**config.mk**
```make
export PLATFORM = sky130hd
export DESIGN_NAME = s386_resp_compactor_flat
export DESIGN_NICKNAME = d
export VERILOG_FILES = /design/src/rtl/s386_tb_pkg.sv /design/src/rtl/s386_resp_compactor_if.sv /design/src/rtl/misr_reg.sv /design/src/rtl/s386_resp_compactor.sv /design/src/flat_wrapper.sv
export SDC_FILE = /design/constraint.sdc
export NUM_CORES = 1
export LEC_CHECK = 0
export BUFFER_PORTS_ARGS = -buffer_cell sky130_fd_sc_hd__buf_2
export CORE_UTILIZATION = 30
export CTS_CLUSTER_DIAMETER = 30
export DETAILED_ROUTE_END_ITERATION = 16
export GPL_TIMING_DRIVEN = 0
export SYNTH_ARGS = -nofsm -noshare
export SYNTH_HDL_FRONTEND = slang
export SYNTH_SLANG_ARGS = --single-unit
```
**constraint.sdc**
```tcl
create_clock -name blif_clk_net -period 4.3 [get_ports blif_clk_net]
set_input_delay 0.645 -clock blif_clk_net [delete_from_list [all_inputs] [get_ports blif_clk_net]]
set_output_delay 0.645 -clock blif_clk_net [all_outputs]
set_load 0.05 [all_outputs]
```
**src/rtl/s386_tb_pkg.sv**
```systemverilog
// ---------------------------------------------------------------------------
// s386_tb_pkg
// Purpose : Shared types and constants for the s386 response compactor.
//           Holds the FSM state encoding, the default response width, the
//           default MISR polynomial/seed, and the bit-order mapping of the
//           core's primary outputs onto the response bus.
// Ports   : none (package)
// ---------------------------------------------------------------------------
package s386_tb_pkg;

  // Number of s386 primary outputs folded into the signature.
  localparam int PKG_RESP_W = 7;

  // Default MISR feedback taps and start value.
  localparam logic [15:0] DEF_POLY = 16'h1021;
  localparam logic [15:0] DEF_SEED = 16'h0000;

  // Compactor FSM states.
  typedef enum logic [1:0] {
    IDLE    = 2'd0,
    CAPTURE = 2'd1,
    DONE    = 2'd2
  } state_t;

  // Bit order of resp_in: the first member is the MSB, so bit 6 carries
  // v13_D_12 and bit 0 carries v13_D_6.
  typedef struct packed {
    logic v13_D_12;
    logic v13_D_11;
    logic v13_D_10;
    logic v13_D_9;
    logic v13_D_8;
    logic v13_D_7;
    logic v13_D_6;
  } resp_bits_t;

endpackage

```
**src/rtl/s386_resp_compactor_if.sv**
```systemverilog
// ---------------------------------------------------------------------------
// s386_resp_compactor_if
// Purpose : Control/response bundle between the test harness (master) and
//           the response compactor (slave).
// Signals : start, abort, num_cycles, resp_valid, resp_in, expected_sig
//           (master -> slave); busy, done, signature, toggle_count, match
//           (slave -> master).
// ---------------------------------------------------------------------------
interface s386_resp_compactor_if #(
  parameter int RESP_W = 7,
  parameter int SIG_W  = 16,
  parameter int CNT_W  = 16
);

  logic              start;
  logic              abort;
  logic [CNT_W-1:0]  num_cycles;
  logic              resp_valid;
  logic [RESP_W-1:0] resp_in;
  logic [SIG_W-1:0]  expected_sig;

  logic              busy;
  logic              done;
  logic [SIG_W-1:0]  signature;
  logic [CNT_W-1:0]  toggle_count;
  logic              match;

  modport master (
    output start, abort, num_cycles, resp_valid, resp_in, expected_sig,
    input  busy, done, signature, toggle_count, match
  );

  modport slave (
    input  start, abort, num_cycles, resp_valid, resp_in, expected_sig,
    output busy, done, signature, toggle_count, match
  );

endinterface

```
**src/rtl/misr_reg.sv**
```systemverilog
// ---------------------------------------------------------------------------
// misr_reg
// Purpose : Multiple-input signature register. Shifts left, folds the MSB
//           back through the POLY tap mask and XORs in the zero-extended
//           response sample.
// Ports   : i_clk, i_reset (async, active-high) - clock / reset
//           i_load     - load SEED next edge (wins over i_enable)
//           i_enable   - perform one MISR update next edge
//           i_in       - response sample
//           o_sig      - current signature
//           o_sig_upd  - value the signature takes if updated this cycle
// ---------------------------------------------------------------------------
module misr_reg #(
  parameter int               SIG_W  = 16,
  parameter int               RESP_W = 7,
  parameter logic [SIG_W-1:0] POLY   = 16'h1021,
  parameter logic [SIG_W-1:0] SEED   = 16'h0000
) (
  input  logic              i_clk,
  input  logic              i_reset,
  input  logic              i_load,
  input  logic              i_enable,
  input  logic [RESP_W-1:0] i_in,
  output logic [SIG_W-1:0]  o_sig,
  output logic [SIG_W-1:0]  o_sig_upd
);

  logic [SIG_W-1:0] r_sig;
  logic [SIG_W-1:0] w_ext;
  logic [SIG_W-1:0] w_upd;
  logic [SIG_W-1:0] w_next;

  // Zero-extend written bitwise so SIG_W == RESP_W needs no empty replication.
  always_comb begin
    w_ext = '0;
    w_ext[RESP_W-1:0] = i_in;
    w_upd = {r_sig[SIG_W-2:0], 1'b0} ^ (r_sig[SIG_W-1] ? POLY : '0) ^ w_ext;
    w_next = r_sig;
    if (i_load) begin
      w_next = SEED;
    end else if (i_enable) begin
      w_next = w_upd;
    end
  end

  always_ff @(posedge i_clk or posedge i_reset) begin
    if (i_reset) begin
      r_sig <= SEED;
    end else begin
      r_sig <= w_next;
    end
  end

  assign o_sig     = r_sig;
  assign o_sig_upd = w_upd;

endmodule

```
**src/rtl/s386_resp_compactor.sv**
```systemverilog
// ---------------------------------------------------------------------------
// s386_resp_compactor
// Purpose : Compacts the s386 core's primary outputs over a programmable
//           window into a MISR signature and a saturating toggle count, and
//           compares the final signature against a golden value.
// Ports   : blif_clk_net   - clock, rising edge
//           blif_reset_net - asynchronous, active-high reset
//           bus (slave)    - start/abort/num_cycles/resp_valid/resp_in/
//                            expected_sig in; busy/done/signature/
//                            toggle_count/match out
// ---------------------------------------------------------------------------
module s386_resp_compactor
  import s386_tb_pkg::*;
#(
  parameter int               RESP_W = PKG_RESP_W,
  parameter int               SIG_W  = 16,
  parameter int               CNT_W  = 16,
  parameter logic [SIG_W-1:0] POLY   = DEF_POLY,
  parameter logic [SIG_W-1:0] SEED   = DEF_SEED
) (
  input logic                  blif_clk_net,
  input logic                  blif_reset_net,
  s386_resp_compactor_if.slave bus
);

  state_t            r_state;
  state_t            w_state_next;
  logic [CNT_W-1:0]  r_remaining;
  logic [RESP_W-1:0] r_prev_resp;
  logic [CNT_W-1:0]  r_toggle;
  logic              r_match;

  logic              w_misr_load;
  logic              w_misr_en;
  logic [SIG_W-1:0]  w_sig;
  logic [SIG_W-1:0]  w_sig_upd;
  logic [RESP_W-1:0] w_diff;
  logic [CNT_W:0]    w_pop;
  logic [CNT_W:0]    w_sum;
  logic [CNT_W-1:0]  w_toggle_sat;

  misr_reg #(
    .SIG_W  (SIG_W),
    .RESP_W (RESP_W),
    .POLY   (POLY),
    .SEED   (SEED)
  ) u_misr (
    .i_clk     (blif_clk_net),
    .i_reset   (blif_reset_net),
    .i_load    (w_misr_load),
    .i_enable  (w_misr_en),
    .i_in      (bus.resp_in),
    .o_sig     (w_sig),
    .o_sig_upd (w_sig_upd)
  );

  // The sum is one bit wider than the counter, so its carry flags overflow;
  // a single sample adds at most RESP_W, which always fits below 2*max.
  always_comb begin
    w_diff = bus.resp_in ^ r_prev_resp;
    w_pop  = '0;
    for (int i = 0; i < RESP_W; i++) begin
      w_pop = w_pop + (CNT_W+1)'(w_diff[i]);
    end
    w_sum        = {1'b0, r_toggle} + w_pop;
    w_toggle_sat = w_sum[CNT_W] ? '1 : w_sum[CNT_W-1:0];
  end

  // Abort outranks everything; start only counts in IDLE.
  always_comb begin
    w_state_next = r_state;
    w_misr_load  = 1'b0;
    w_misr_en    = 1'b0;
    if (bus.abort) begin
      w_state_next = IDLE;
    end else begin
      case (r_state)
        IDLE: begin
          if (bus.start) begin
            w_misr_load  = 1'b1;
            w_state_next = (bus.num_cycles == '0) ? DONE : CAPTURE;
          end
        end
        CAPTURE: begin
          if (bus.resp_valid) begin
            w_misr_en = 1'b1;
            if (r_remaining == CNT_W'(1)) begin
              w_state_next = DONE;
            end
          end
        end
        DONE:    w_state_next = IDLE;
        default: w_state_next = IDLE;
      endcase
    end
  end

  // match is loaded on the edge that enters DONE, compared against the value
  // the signature takes on that same edge, so it is valid together with done.
  always_ff @(posedge blif_clk_net or posedge blif_reset_net) begin
    if (blif_reset_net) begin
      r_state     <= IDLE;
      r_remaining <= '0;
      r_prev_resp <= '0;
      r_toggle    <= '0;
      r_match     <= 1'b0;
    end else begin
      r_state <= w_state_next;
      if (bus.abort) begin
        r_match <= 1'b0;
      end else begin
        case (r_state)
          IDLE: begin
            if (bus.start) begin
              r_toggle    <= '0;
              r_prev_resp <= '0;
              r_remaining <= bus.num_cycles;
              r_match     <= (bus.num_cycles == '0) ? (SEED == bus.expected_sig) : 1'b0;
            end
          end
          CAPTURE: begin
            if (bus.resp_valid) begin
              r_toggle    <= w_toggle_sat;
              r_prev_resp <= bus.resp_in;
              r_remaining <= (r_remaining != '0) ? r_remaining - CNT_W'(1) : '0;
              if (r_remaining == CNT_W'(1)) begin
                r_match <= (w_sig_upd == bus.expected_sig);
              end
            end
          end
          default: ;
        endcase
      end
    end
  end

  assign bus.busy         = (r_state == CAPTURE);
  assign bus.done         = (r_state == DONE);
  assign bus.signature    = w_sig;
  assign bus.toggle_count = r_toggle;
  assign bus.match        = r_match;

endmodule

```
**src/flat_wrapper.sv**
```systemverilog
// flat-port wrapper written by rule: the top's interface ports become plain ports
module s386_resp_compactor_flat import s386_tb_pkg::*;
#(
  parameter int               RESP_W = PKG_RESP_W,
  parameter int               SIG_W  = 16,
  parameter int               CNT_W  = 16,
  parameter logic [SIG_W-1:0] POLY   = DEF_POLY,
  parameter logic [SIG_W-1:0] SEED   = DEF_SEED
)
  (blif_clk_net, blif_reset_net, bus_start, bus_abort, bus_num_cycles, bus_resp_valid, bus_resp_in, bus_expected_sig, bus_busy, bus_done, bus_signature, bus_toggle_count, bus_match);
  s386_resp_compactor_if #(.RESP_W(RESP_W), .SIG_W(SIG_W), .CNT_W(CNT_W)) bus_i ();
  input logic blif_clk_net;
  input logic blif_reset_net;
  input wire logic [$bits(bus_i.start)-1:0] bus_start;
  input wire logic [$bits(bus_i.abort)-1:0] bus_abort;
  input wire logic [$bits(bus_i.num_cycles)-1:0] bus_num_cycles;
  input wire logic [$bits(bus_i.resp_valid)-1:0] bus_resp_valid;
  input wire logic [$bits(bus_i.resp_in)-1:0] bus_resp_in;
  input wire logic [$bits(bus_i.expected_sig)-1:0] bus_expected_sig;
  output wire logic [$bits(bus_i.busy)-1:0] bus_busy;
  output wire logic [$bits(bus_i.done)-1:0] bus_done;
  output wire logic [$bits(bus_i.signature)-1:0] bus_signature;
  output wire logic [$bits(bus_i.toggle_count)-1:0] bus_toggle_count;
  output wire logic [$bits(bus_i.match)-1:0] bus_match;
  assign bus_i.start = bus_start;
  assign bus_i.abort = bus_abort;
  assign bus_i.num_cycles = bus_num_cycles;
  assign bus_i.resp_valid = bus_resp_valid;
  assign bus_i.resp_in = bus_resp_in;
  assign bus_i.expected_sig = bus_expected_sig;
  assign bus_busy = bus_i.busy;
  assign bus_done = bus_i.done;
  assign bus_signature = bus_i.signature;
  assign bus_toggle_count = bus_i.toggle_count;
  assign bus_match = bus_i.match;
  s386_resp_compactor #(.RESP_W(RESP_W), .SIG_W(SIG_W), .CNT_W(CNT_W), .POLY(POLY), .SEED(SEED)) u_core (.blif_clk_net(blif_clk_net), .blif_reset_net(blif_reset_net), .bus(bus_i));
endmodule
```
==> results.tsv <==
stage	metric	value	unit
floorplan	core	0.0114	mm2
clocking	cts.htree.levels	3	
clocking	cts_tree	built	
synth	synth_flop_cell	dfrtp_1	
status	run_status	finished, final reports clean	
synth	yosysWarnings	0	
global_route	antenna_found_initial	0	
setup_path	cp_slowest_cell	fa_1	
setup_path	start_kind	primary input	
placement	pre_cts_ws	-0.147	ns
synth	ys_ff_latch	58	
sta	max_freq	251	MHz
synth	synth_edf_count	0	
routing	dr.pass1.iters	6	
floorplan	die_w	110	um
setup_path	path_cells	buf_2, xor2_1, ha_1, inv_1, fa_1, fa_1, fa_1, nor2b_1, o21ai_1, a21boi_1, o2111ai_1, or4_1, nand4_1	
routing	ant_nets	0	
setup_path	critical-path-top-delay-family	adder cells	
setup_path	crit_top_cell	fa_1	
global_route	grt_pass1_wl	17.1	mm
placement	dp_hpwl	7.98	mm
sta	hold_ws	0.331	ns
setup_path	critPathArrivalTime	4.24	ns
finish	fillers	1176	
finish	nNetsFinal	527	
worst_hold_path	hp-class	in2async	
sta	finalHoldViolCount	0	
routing	wl_per_cell	17.6	um
sta	maxSlewViolCount	0	
setup_path	critical_path_buf_inv_count	2	
power	power_density	619	mW/mm2
floorplan	start_util	0.308	
routing	vias	3374	
clocking	cts_root_buf	clkbuf_16	
run	cap_violations	0	
setup_path	crit_start	bus_resp_in[0]	
routing	drc	0	
setup_path	crit_type	in2reg	
setup_path	worstPathMaxFanout	6	
sta	rsz0062_at_grt	false	
setup_path	end_kind	flip-flop	
floorplan	die_area	0.0121	mm2
clocking	cts.path.max_buffers	2	
setup_path	cp_num_cells	13	
setup_path	slowest_delay	0.55	ns
synth	synth.distinct_cells	45	
clocking	numCtsBuffers	9	
placement	place.port_buffers	78	
synth	synth_cells	380	
global_route	grt_usage	0.188	
synth	yosysTopAreaCell	dfrtp_1	
sta	setup_viol	0	
synth	netlist.area_leader.share	0.415	
floorplan	fp-row-count	39	
synth	syn_nets	437	
clocking	cts.clk_slew.worst_paths	0.06	ns
placement	placed_area	0.00409	mm2
synth	yosysMostFrequentCell	dfrtp_1	
synth	synth_common_cells	58 x dfrtp_1, 38 x nand2_1, 28 x o21ai_0	
sta	relSlewSlack	0.403	
clocking	cts_num_sinks	58	
sta	min_period	3.98	ns
floorplan	fp.dieH	110	um
floorplan	num_io_pins	79	
power	cellLeakagePower	2.08	nW
sta	setup_ws	0.320	ns
finish	stdcell_count	618	
global_route	grt_max_degree	41	
clocking	postCtsSetupRepairBufs	0	
setup_path	reg2reg_from	u_core.r_prev_resp[0]$_DFFE_PP0P_	
routing	routed_via_density	5.46	
synth	async_reset_ff_frac	1.00	
setup_path	ff2ff_path_depth	12	
placement	gp_congestion	0.852	
routing	wirelength	10.9	mm
placement	place_inst	602	
sta	fin_skew	0.00764	ns
sta	tightest_slew	0.893	ns
finish	final_layout_size_suffix_gt1_frac	0.219	
global_route	grt_pass1_vias	3370	
finish	n_antenna_cell	0	
sta	post-route-period-util	0.926	
synth	syn-cell-area	0.00350	mm2
clocking	clock_latency	0.33	ns
finish	area_growth	26.3	%
synth	avgSynthCellArea	9.21	um2
power	total_power	0.00273	W
synth	ys_seq_area_frac	0.415	
global_route	overflow	0	
finish	post-route-cell-area	0.00442	mm2
power	irDropWorstVdd	319	uV
setup_path	crit_required	4.56	ns
synth	synthTopCellsByArea	dfrtp_1 41%, a22o_1 6.8%, xnor2_1 4.5%	
routing	drt-initial-drc-count	254	
## sequential cells by signal (all words and copies together) (netlist names)
signal and count:
u_core.bus.match 1, u_core.bus.toggle_count 16, u_core.r_prev_resp 7, u_core.r_remaining 16, u_core.r_state 2, u_core.u_misr.o_sig 16
## kinds of logic (layout without fill, tap and decap cells)
family                   count (synthesis)  in the layout  share of synthesized area
AO/OA/AOI/OAI                          121            121                      0.235
buffers and inverters                   31            126                     0.0354
adder cells (fa/ha/maj)                 13             13                     0.0551
flip-flops                              58             58                      0.415
XOR/XNOR                                33             33                     0.0826
AND/OR/NAND/NOR                        124            124                      0.177
## per-layer routing
layer	global-route usage	vias up	part of all wire	wire [um]
met5	0	-	0	0
met4	0.0648	0	0.019	203
met3	0.0447	17	0.062	674
met2	0.303	120	0.48	5180
met1	0.245	1662	0.44	4800
li1	-	1575	-	-
## metrics by stage
step	TNS, ns	util
floorplan	0	-
global placement	-0.664	0.358
detailed placement	-0.848	0.360
CTS	0	0.388
global route	0	0.389
finish	0	0.389
## report_power, final
part / switching, W / leakage, nW / internal [W]
registers: 0.000135 / 0.773 / 0.000683
logic: 0.000733 / 1.16 / 0.000408
clock network: 0.000264 / 0.154 / 0.000512
## path summary, 6_finish.rpt
kind                                                          end  slack, ns
min in group blif_clk_net       u_core.r_prev_resp[6]$_DFFE_PP0P_       0.51
max                        u_core.bus.toggle_count[9]$_DFFE_PP0P_       0.32
max in group asynchronous      u_core.u_misr.o_sig[6]$_DFFE_PP0P_       3.40
min reg2reg                     u_core.r_prev_resp[6]$_DFFE_PP0P_       0.51
min                             u_core.r_remaining[5]$_DFFE_PP0P_       0.33
max reg2reg                u_core.bus.toggle_count[9]$_DFFE_PP0P_       0.36
## cell type report
cell class                 count  area (um2)  area share
clock buffer                  13         280      0.0634
multi-input combinational    291        1930       0.436
tap                          143         179      0.0405
inverter                      15        56.3      0.0127
timing repair buffer          79         410      0.0929
buffer                        16        67.6      0.0153
clock inverter                 3        45.0      0.0102
sequential                    58        1450       0.329
## placed cells by master (no fill, tap or decap), types with 8 or more instances in the layout
master and n:
o21ai_0 28, nor3_1 8, nand4_1 8, xnor2_1 18
nand3_1 14, clkbuf_1 15, o21ai_1 13, ha_1 9
clkbuf_16 9, inv_1 14, buf_2 78, nand2_1 38
a21oi_1 20, dfrtp_1 58, nor4_1 12, a22o_1 27
nor2_1 19, a21o_1 8, xor2_1 15
## what timing repair did
action / 4_1_cts / 5_1_grt
gates resized for setup: 0 / 1
endpoints found under the setup margin: 0 / 3
hold buffers: 0 / 0
Power figures use the tool's default switching activity.
